[src/rtl/sa_pkg.sv]
// ---------------------------------------------------------------------------
// sa_pkg
// Shared constants and types for the 10x5 systolic array and its drain-side
// collector.
//   SA_DATA_WIDTH : width of one result word
//   SA_ROWS       : number of PE rows in the array
//   SA_COLS       : number of PE columns / result lanes
//   drain_state_e : state encoding of the drain collector FSM
// ---------------------------------------------------------------------------
package sa_pkg;

    localparam int SA_DATA_WIDTH = 32;
    localparam int SA_ROWS       = 10;
    localparam int SA_COLS       = 5;

    typedef enum logic [1:0] {
        IDLE    = 2'd0,
        COLLECT = 2'd1,
        DONE    = 2'd2
    } drain_state_e;

endpackage

[src/rtl/systolic_drain_collector_if.sv]
// ---------------------------------------------------------------------------
// systolic_drain_collector_if
// Row hand-off bus between the drain collector and the NICE write-back path.
//   out_valid : an aligned row is presented          (collector -> consumer)
//   out_data  : the row, lane j = array column j     (collector -> consumer)
//   out_ready : consumer accepts the row this cycle  (consumer  -> collector)
// Modports:
//   master : the collector side
//   slave  : the write-back side
// ---------------------------------------------------------------------------
interface systolic_drain_collector_if #(
    parameter int DATA_WIDTH = 32,
    parameter int COLS       = 5
);

    logic                  out_valid;
    logic [DATA_WIDTH-1:0] out_data [COLS];
    logic                  out_ready;

    modport master (
        output out_valid,
        output out_data,
        input  out_ready
    );

    modport slave (
        input  out_valid,
        input  out_data,
        output out_ready
    );

endinterface

[src/rtl/sa_col_fifo.sv]
// ---------------------------------------------------------------------------
// sa_col_fifo
// Single-column synchronous FIFO used to de-skew one lane of the systolic
// array drain stream.
// Ports:
//   clk, rst_n : clock, asynchronous active-low reset
//   push, din  : write request and data
//   pop        : read request (head advances at the clock edge)
//   flush      : empties the FIFO; wins over push and pop
//   dout       : current head word (valid when !empty)
//   empty/full : occupancy flags
//   ovf        : strobe, a push was refused because the FIFO was full
// Parameters: DATA_WIDTH, DEPTH (power of two, >= 2)
// ---------------------------------------------------------------------------
module sa_col_fifo #(
    parameter int DATA_WIDTH = 32,
    parameter int DEPTH      = 4
) (
    input  logic                  clk,
    input  logic                  rst_n,
    input  logic                  push,
    input  logic                  pop,
    input  logic                  flush,
    input  logic [DATA_WIDTH-1:0] din,
    output logic [DATA_WIDTH-1:0] dout,
    output logic                  empty,
    output logic                  full,
    output logic                  ovf
);

    localparam int AW = $clog2(DEPTH);
    localparam logic [AW:0] PTR_ONE = {{AW{1'b0}}, 1'b1};

    logic [DATA_WIDTH-1:0] mem_q [DEPTH];
    logic [AW:0]           wr_ptr_q, wr_ptr_d;
    logic [AW:0]           rd_ptr_q, rd_ptr_d;
    logic                  do_push;
    logic                  do_pop;

    // Pointers carry one extra wrap bit so full and empty are distinguishable
    // without a separate occupancy counter.
    assign empty = (wr_ptr_q == rd_ptr_q);
    assign full  = (wr_ptr_q[AW] != rd_ptr_q[AW]) &&
                   (wr_ptr_q[AW-1:0] == rd_ptr_q[AW-1:0]);

    // A push into a full FIFO is still accepted when the head leaves in the
    // same cycle; the new word lands in the slot being vacated.
    assign do_pop  = pop && !empty && !flush;
    assign do_push = push && (!full || do_pop) && !flush;
    assign ovf     = push && full && !do_pop && !flush;

    assign dout = mem_q[rd_ptr_q[AW-1:0]];

    always_comb begin
        wr_ptr_d = wr_ptr_q;
        rd_ptr_d = rd_ptr_q;
        if (flush) begin
            wr_ptr_d = '0;
            rd_ptr_d = '0;
        end else begin
            if (do_push) begin
                wr_ptr_d = wr_ptr_q + PTR_ONE;
            end
            if (do_pop) begin
                rd_ptr_d = rd_ptr_q + PTR_ONE;
            end
        end
    end

    always_ff @(posedge clk or negedge rst_n) begin
        if (!rst_n) begin
            wr_ptr_q <= '0;
            rd_ptr_q <= '0;
        end else begin
            wr_ptr_q <= wr_ptr_d;
            rd_ptr_q <= rd_ptr_d;
        end
    end

    // Storage needs no reset: nothing is read from it until it has been
    // written behind a valid pointer.
    always_ff @(posedge clk) begin
        if (do_push) begin
            mem_q[wr_ptr_q[AW-1:0]] <= din;
        end
    end

endmodule

[src/rtl/systolic_drain_collector.sv]
// ---------------------------------------------------------------------------
// systolic_drain_collector
// Collects the column-staggered result stream leaving the bottom edge of the
// systolic array, re-aligns it into rows of COLS words using one FIFO per
// column, and hands rows to the write-back path over valid/ready. Rows are
// counted against a programmed total and completion is pulsed on done.
// Ports:
//   clk, rst_n : clock, asynchronous active-low reset
//   start      : one-cycle restart: load cfg_rows, flush FIFOs, clear counter
//                and overflow, enter COLLECT
//   cfg_rows   : number of rows to collect, sampled on start
//   en_in      : per-column valid from the array's en_down
//   data_in    : per-column result word from the array's data_down
//   row_if     : row hand-off bus (out_valid / out_data / out_ready)
//   busy       : high while collecting
//   done       : one-cycle pulse after the final row is accepted
//   overflow   : sticky, a push hit a full column FIFO
// Configuration macro:
//   SA_DRAIN_RELU_EN : when defined, every out_data lane is treated as
//                      signed and negative values are presented as 0.
// ---------------------------------------------------------------------------
module systolic_drain_collector
    import sa_pkg::*;
#(
    parameter int DATA_WIDTH = 32,
    parameter int COLS       = 5,
    parameter int DEPTH      = 4,
    parameter int CNT_W      = 8
) (
    input  logic                   clk,
    input  logic                   rst_n,
    input  logic                   start,
    input  logic [CNT_W-1:0]       cfg_rows,
    input  logic [COLS-1:0]        en_in,
    input  logic [DATA_WIDTH-1:0]  data_in [COLS],
    systolic_drain_collector_if.master row_if,
    output logic                   busy,
    output logic                   done,
    output logic                   overflow
);

    localparam logic [CNT_W-1:0] CNT_ONE = {{(CNT_W-1){1'b0}}, 1'b1};

    drain_state_e          state_q, state_d;
    logic [CNT_W-1:0]      row_cnt_q, row_cnt_d;
    logic [CNT_W-1:0]      cfg_rows_q, cfg_rows_d;
    logic                  overflow_q, overflow_d;

    logic [COLS-1:0]       push_vec;
    logic [COLS-1:0]       fifo_empty;
    logic [COLS-1:0]       fifo_full_unused;
    logic [COLS-1:0]       fifo_ovf;
    logic [DATA_WIDTH-1:0] head [COLS];
    logic                  accepting;
    logic                  row_valid;
    logic                  fire;

    // Pushes only land while collecting; the start cycle itself flushes, so
    // anything arriving with it is discarded.
    assign accepting = (state_q == COLLECT) && !start;
    assign push_vec  = en_in & {COLS{accepting}};

    // A row exists once every column has at least one word. The consumer's
    // ready never feeds back into valid.
    assign row_valid = accepting && (fifo_empty == '0);
    assign fire      = row_valid && row_if.out_ready;

    // The per-column full flag is not needed here: the FIFO already reports
    // refused pushes through ovf.
    for (genvar g = 0; g < COLS; g++) begin : g_col
        sa_col_fifo #(
            .DATA_WIDTH (DATA_WIDTH),
            .DEPTH      (DEPTH)
        ) u_fifo (
            .clk   (clk),
            .rst_n (rst_n),
            .push  (push_vec[g]),
            .pop   (fire),
            .flush (start),
            .din   (data_in[g]),
            .dout  (head[g]),
            .empty (fifo_empty[g]),
            .full  (fifo_full_unused[g]),
            .ovf   (fifo_ovf[g])
        );
    end

    // Row presentation: heads are zeroed whenever no row is offered so the
    // bus never shows stale or partial data.
    always_comb begin
        row_if.out_valid = row_valid;
        for (int j = 0; j < COLS; j++) begin
            row_if.out_data[j] = '0;
            if (row_valid) begin
`ifdef SA_DRAIN_RELU_EN
                if (!head[j][DATA_WIDTH-1]) begin
                    row_if.out_data[j] = head[j];
                end
`else
                row_if.out_data[j] = head[j];
`endif
            end
        end
    end

    // Next-state logic. start overrides every state. In COLLECT the counter
    // is compared after the optional increment, which also covers a zero row
    // request: the counter already matches on the first COLLECT cycle.
    always_comb begin
        state_d    = state_q;
        row_cnt_d  = row_cnt_q;
        cfg_rows_d = cfg_rows_q;
        overflow_d = overflow_q;

        if (start) begin
            state_d    = COLLECT;
            row_cnt_d  = '0;
            cfg_rows_d = cfg_rows;
            overflow_d = 1'b0;
        end else begin
            case (state_q)
                IDLE: begin
                    state_d = IDLE;
                end
                COLLECT: begin
                    if (|fifo_ovf) begin
                        overflow_d = 1'b1;
                    end
                    if (fire) begin
                        row_cnt_d = row_cnt_q + CNT_ONE;
                    end
                    if (row_cnt_d == cfg_rows_q) begin
                        state_d = DONE;
                    end
                end
                DONE: begin
                    state_d = IDLE;
                end
                default: begin
                    state_d = IDLE;
                end
            endcase
        end
    end

    always_ff @(posedge clk or negedge rst_n) begin
        if (!rst_n) begin
            state_q    <= IDLE;
            row_cnt_q  <= '0;
            cfg_rows_q <= '0;
            overflow_q <= 1'b0;
        end else begin
            state_q    <= state_d;
            row_cnt_q  <= row_cnt_d;
            cfg_rows_q <= cfg_rows_d;
            overflow_q <= overflow_d;
        end
    end

    assign busy     = (state_q == COLLECT);
    assign done     = (state_q == DONE);
    assign overflow = overflow_q;

endmodule

[src/flat_wrapper.sv]
// flat-port wrapper written by rule: the top's interface ports become plain ports
module systolic_drain_collector_flat import sa_pkg::*;
#(
    parameter int DATA_WIDTH = 32,
    parameter int COLS       = 5,
    parameter int DEPTH      = 4,
    parameter int CNT_W      = 8
)
  (clk, rst_n, start, cfg_rows, en_in, data_in, busy, done, overflow, row_if_out_valid, row_if_out_data, row_if_out_ready);
  systolic_drain_collector_if #(.DATA_WIDTH(DATA_WIDTH), .COLS(COLS)) row_if_i ();
  input  logic clk;
  input  logic rst_n;
  input  logic start;
  input  logic [CNT_W-1:0] cfg_rows;
  input  logic [COLS-1:0] en_in;
  input  logic [DATA_WIDTH-1:0] data_in[COLS];
  output logic busy;
  output logic done;
  output logic overflow;
  output wire logic [$bits(row_if_i.out_valid)-1:0] row_if_out_valid;
  output wire logic [$bits(row_if_i.out_data)-1:0] row_if_out_data;
  input wire logic [$bits(row_if_i.out_ready)-1:0] row_if_out_ready;
  assign row_if_out_valid = row_if_i.out_valid;
  assign row_if_out_data = {>>{row_if_i.out_data}};
  assign row_if_i.out_ready = row_if_out_ready;
  systolic_drain_collector #(.DATA_WIDTH(DATA_WIDTH), .COLS(COLS), .DEPTH(DEPTH), .CNT_W(CNT_W)) u_core (.clk(clk), .rst_n(rst_n), .start(start), .cfg_rows(cfg_rows), .en_in(en_in), .data_in(data_in), .row_if(row_if_i), .busy(busy), .done(done), .overflow(overflow));
endmodule
[config.mk]
export PLATFORM = sky130hd
export DESIGN_NAME = systolic_drain_collector_flat
export DESIGN_NICKNAME = d
export VERILOG_FILES = /design/src/rtl/sa_pkg.sv /design/src/rtl/systolic_drain_collector_if.sv /design/src/rtl/sa_col_fifo.sv /design/src/rtl/systolic_drain_collector.sv /design/src/flat_wrapper.sv
export SDC_FILE = /design/constraint.sdc
export NUM_CORES = 1
export LEC_CHECK = 0
export ABC_AREA = 0
export CORE_MARGIN = 1.5
export CORE_UTILIZATION = 45
export DETAILED_ROUTE_END_ITERATION = 7
export PLACE_DENSITY = 0.73
export SYNTH_ARGS = -nofsm -noshare
export SYNTH_HDL_FRONTEND = slang
export SYNTH_SLANG_ARGS = --single-unit
[constraint.sdc]
create_clock -name clk -period 4.5 [get_ports clk]
set_input_delay 1.35 -clock clk [delete_from_list [all_inputs] [get_ports clk]]
set_output_delay 1.35 -clock clk [all_outputs]
set_load 0.02 [all_outputs]
==> parameters.txt <==
Parameter                              Value

Synthesis
  Post-synth EDFFs ... 640
  Library cell with the highest instance count after synthesis ... sky130_fd_sc_hd__edfxtp_1
  Syn_nets ... 1552
  Library cell occupying the most area in the post-synthesis netlist ... sky130_fd_sc_hd__edfxtp_1
  Top area cells in the synthesized netlist ... sky130_fd_sc_hd__edfxtp_1, sky130_fd_sc_hd__mux4_2, sky130_fd_sc_hd__dfrtp_1, sky130_fd_sc_hd__and2_1, sky130_fd_sc_hd__ha_1
  Most frequent cells after synthesis ... sky130_fd_sc_hd__edfxtp_1, sky130_fd_sc_hd__and2_1, sky130_fd_sc_hd__mux4_2
  Library cells used by synthesis ... 46
  Share of synthesized area occupied by flip-flops and latches ... 0.752
  Combined area of all synthesized cells ... 27200 um2
  Mean cell area of the mapped netlist ... 20.1 um2
  #FFs+latches synth ... 689
  Mapped Cells ... 1349
  Top-area cell type share of the netlist area ... 0.707
  Proportion of synthesized flip-flops having asynchronous set or reset ... 0.0711
  Most used flip-flop cell after synthesis ... sky130_fd_sc_hd__edfxtp_1
  Synth warnings ... 0

Setup path
  Critical path startpoint category ... primary input
  Crit Path Category ... primary input to output port
  Crit path launch ... start
  Kind of end point of the critical path ... output port
  Data required time of the critical path ... 3.15 ns
  Cell count of the worst reg-to-reg path ... 9
  Critical R2R Launch ... u_core.g_col[1].u_fifo.wr_ptr_q[1]$_DFFE_PN0P_
  Crit path arrival time ... 3.02 ns
  Largest fanout on the critical path ... 30

Job
  Total of max-cap violations ... 0

Power
  Max VDD drop ... 0.329 mV
  Pwr dens ... 397 nW/um2
  Leakage power ... 13.3 nW

Route
  Ratio of routed vias to standard cells ... 5.30
  Initial detailed-routing violation count ... 776
  Aggregate routed wire length ... 55600 um
  Number of search-and-repair iterations in the first detailed-routing pass ... 4
  Remaining design rule violation count ... 0
  Number of vias in the routed layout ... 13.7k
  Final antenna-violating net count ... 0
  Post-detailed-route wirelength per cell ... 21.5 um

Final layout
  Number of nets in the final layout ... 1948
  Final core utilization ... 0.581
  Ratio of cells with drive above 1 in the final layout ... 0.190
  Layout filler cell count ... 4329
  Growth of design area from synthesis to finish ... 26.8%
  Number of non-filler instances in the completed layout ... 2582

Clocking
  Num Clock Sinks ... 689
  Number of H-tree levels ... 3
  CTS tree ... yes
  Number of buffers created by CTS ... 72
  Root Buffer ... sky130_fd_sc_hd__clkbuf_16
  Buffer depth of the longest clock path ... 3
  Clock-pin transition on the worst setup and hold timing paths ... 0.05 ns
  Clk Latency, worst-skew pair ... 0.60 ns

Global routing
  Pin count of the biggest net entering global routing ... 50
  GRT Resource Usage Total ... 0.182
  Wire length of the first global-routing pass ... 85600 um
  GR Overflow Total ... 0
  Number of antenna violations at the first check in global routing ... 16
  Via count of the first global-routing pass ... 14.3k

Timing
  Tightest slew margin relative to the limit ... 0.356
  Worst-margin pin slew ... 0.952 ns
  Clock Skew ... 0.0223 ns
  Smallest setup slack after layout ... 0.132 ns
  Share of the clock period used by the worst path ... 0.971
  Fin crit period ... 4.37 ns
  RSZ-0062 raised after global routing ... no
  Fmax ... 229 MHz
  Final-report max-slew violation count ... 0
  Final hold viol count ... 0
  Setup Viol. Count Final ... 0

Die
  Initial Util ... 0.458
  Core Rows ... 89
  Die width ... 249 um
  Number of ports placed on the die boundary ... 341
  Placeable core region ... 59400 um2
  Area of the die ... 61900 um2
  Height of the die ... 249 um

Placement
  Placed Cells ... 2438
  Buffers added on ports ... 340
  Hpwl dp ... 33800 um
  RD Place Congestion ... 0.787
  Post-placement worst setup slack ... -0.373 ns

Min path
  Kind of path behind the tightest hold check ... register to register
  Hold_sp ... u_core.cfg_rows_q[3]$_DFFE_PN0P_
  Hold depth ... 1

Status
  Run status ... finished, final reports clean
==> cell usage in the layout, fill, tap and decap left out, drive strengths merged, types with 2 or more instances in the layout <==
cell / n
inv: 22
mux2: 9
nand2: 24
diode: 8
a21oi: 11
clkinv: 20
xor2: 19
buf: 53
and3: 6
mux4: 160
mux2i: 6
dfrtp: 49
nor3: 9
nand4: 3
clkinvlp: 2
clkbuf: 98
edfxtp: 640
xnor2: 21
or3: 5
dlygate4sd2: 67
nor2b: 4
clkdlybuf4s50: 179
dlymetal6s2s: 90
nor3b: 2
o21ai: 24
ha: 26
nor2: 37
bufinv: 9
nand2b: 5
a22oi: 2
nand3: 6
and2: 177
==> metal layers <==
metal | track usage | up-vias | part of all wire
met5 | 0 | - | 0.0020
met1 | 0.244 | 7032 | 0.42
met4 | 0.0543 | 18 | 0.023
li1 | - | 6133 | -
met3 | 0.0515 | 95 | 0.070
met2 | 0.292 | 398 | 0.49
==> flip-flops by register name, indices dropped and copies added (netlist names) <==
signal and flops:
u_core.overflow 1, u_core.g_col.u_fifo.mem_q 640, u_core.state_q 2, u_core.row_cnt_q 8
u_core.cfg_rows_q 8, u_core.g_col.u_fifo.rd_ptr_q 15, u_core.g_col.u_fifo.wr_ptr_q 15
==> timing repair <==
action,CTS,global route
setup endpoints to repair,159,91
pin swaps,1,0
hold buffers,0,0
setup buffers,4,0
gates resized for setup,70,92
cloned,2,0
==> kinds of logic after synthesis <==
family,Yosys count,share of synthesized area
buffers and inverters,89,0.0139
xor gates and xnor gates,40,0.0134
muxes,175,0.139
DFF,689,0.752
adders and majority gates,26,0.0120
AOI/OAI and AO/OA,48,0.0104
and+or+nand+nor,282,0.0597
==> layout make-up <==
| cell class | count | area (um2) | share of cell area |
|---|---|---|---|
| repair buffers | 390 | 4150 | 0.120 |
| flip-flops and latches | 689 | 20500 | 0.593 |
| well taps | 773 | 967 | 0.0281 |
| clock buffers | 98 | 2010 | 0.0584 |
| inverters | 21 | 78.8 | 0.00229 |
| multi-input cells | 571 | 6410 | 0.186 |
| clock inverters | 32 | 394 | 0.0114 |
| diodes | 8 | 20.0 | 0.000581 |
==> per-stage QoR <==
| step | power, W | setup TNS [ns] | cell area (um2) | hold WS (ns) |
|---|---|---|---|---|
| after floorplan | 0.00751 | 0 | 27200 | 0.496 |
| after global placement | 0.00781 | -20.44 | 31800 | 0.519 |
| after detailed placement | 0.00784 | -36.37 | 31800 | 0.526 |
| after CTS | 0.0139 | 0 | 34200 | 0.539 |
| after global routing | 0.0142 | 0 | 34500 | 0.557 |
| final | 0.0137 | 0 | 34500 | 0.536 |
==> critical path: stages <==
cell and delay, ns:
sky130_fd_sc_hd__buf_2 0.11, sky130_fd_sc_hd__nor3b_2 0.22, sky130_fd_sc_hd__o31ai_1 0.17, sky130_fd_sc_hd__nor2_4 0.12, sky130_fd_sc_hd__buf_4 0.19, sky130_fd_sc_hd__buf_6 0.21, sky130_fd_sc_hd__clkdlybuf4s50_1 0.63
==> where the power goes <==
group / internal (W) / total, W / switching, W
Clock: 0.00366 / 0.00599 / 0.00233
Combinational: 0.000259 / 0.000498 / 0.000238
Sequential: 0.00716 / 0.00720 / 0.0000426
Total: 0.0111 / 0.0137 / 0.00261
==> path summary, 6_finish.rpt <==
check	end	slack, ns
setup / recovery	row_if_out_valid	0.13
min in group asynchronous	u_core.cfg_rows_q[7]$_DFFE_PN0P_	0.85
hold / removal	u_core.cfg_rows_q[3]$_DFFE_PN0P_	0.54
max in group asynchronous	u_core.g_col[3].u_fifo.rd_ptr_q[0]$_DFFE_PN0P_	3.17
setup reg to reg	u_core.g_col[4].u_fifo.mem_q[3][17]$_DFFE_PP_	1.17
hold reg to reg	u_core.cfg_rows_q[3]$_DFFE_PN0P_	0.54
Power figures use the tool's default switching activity.
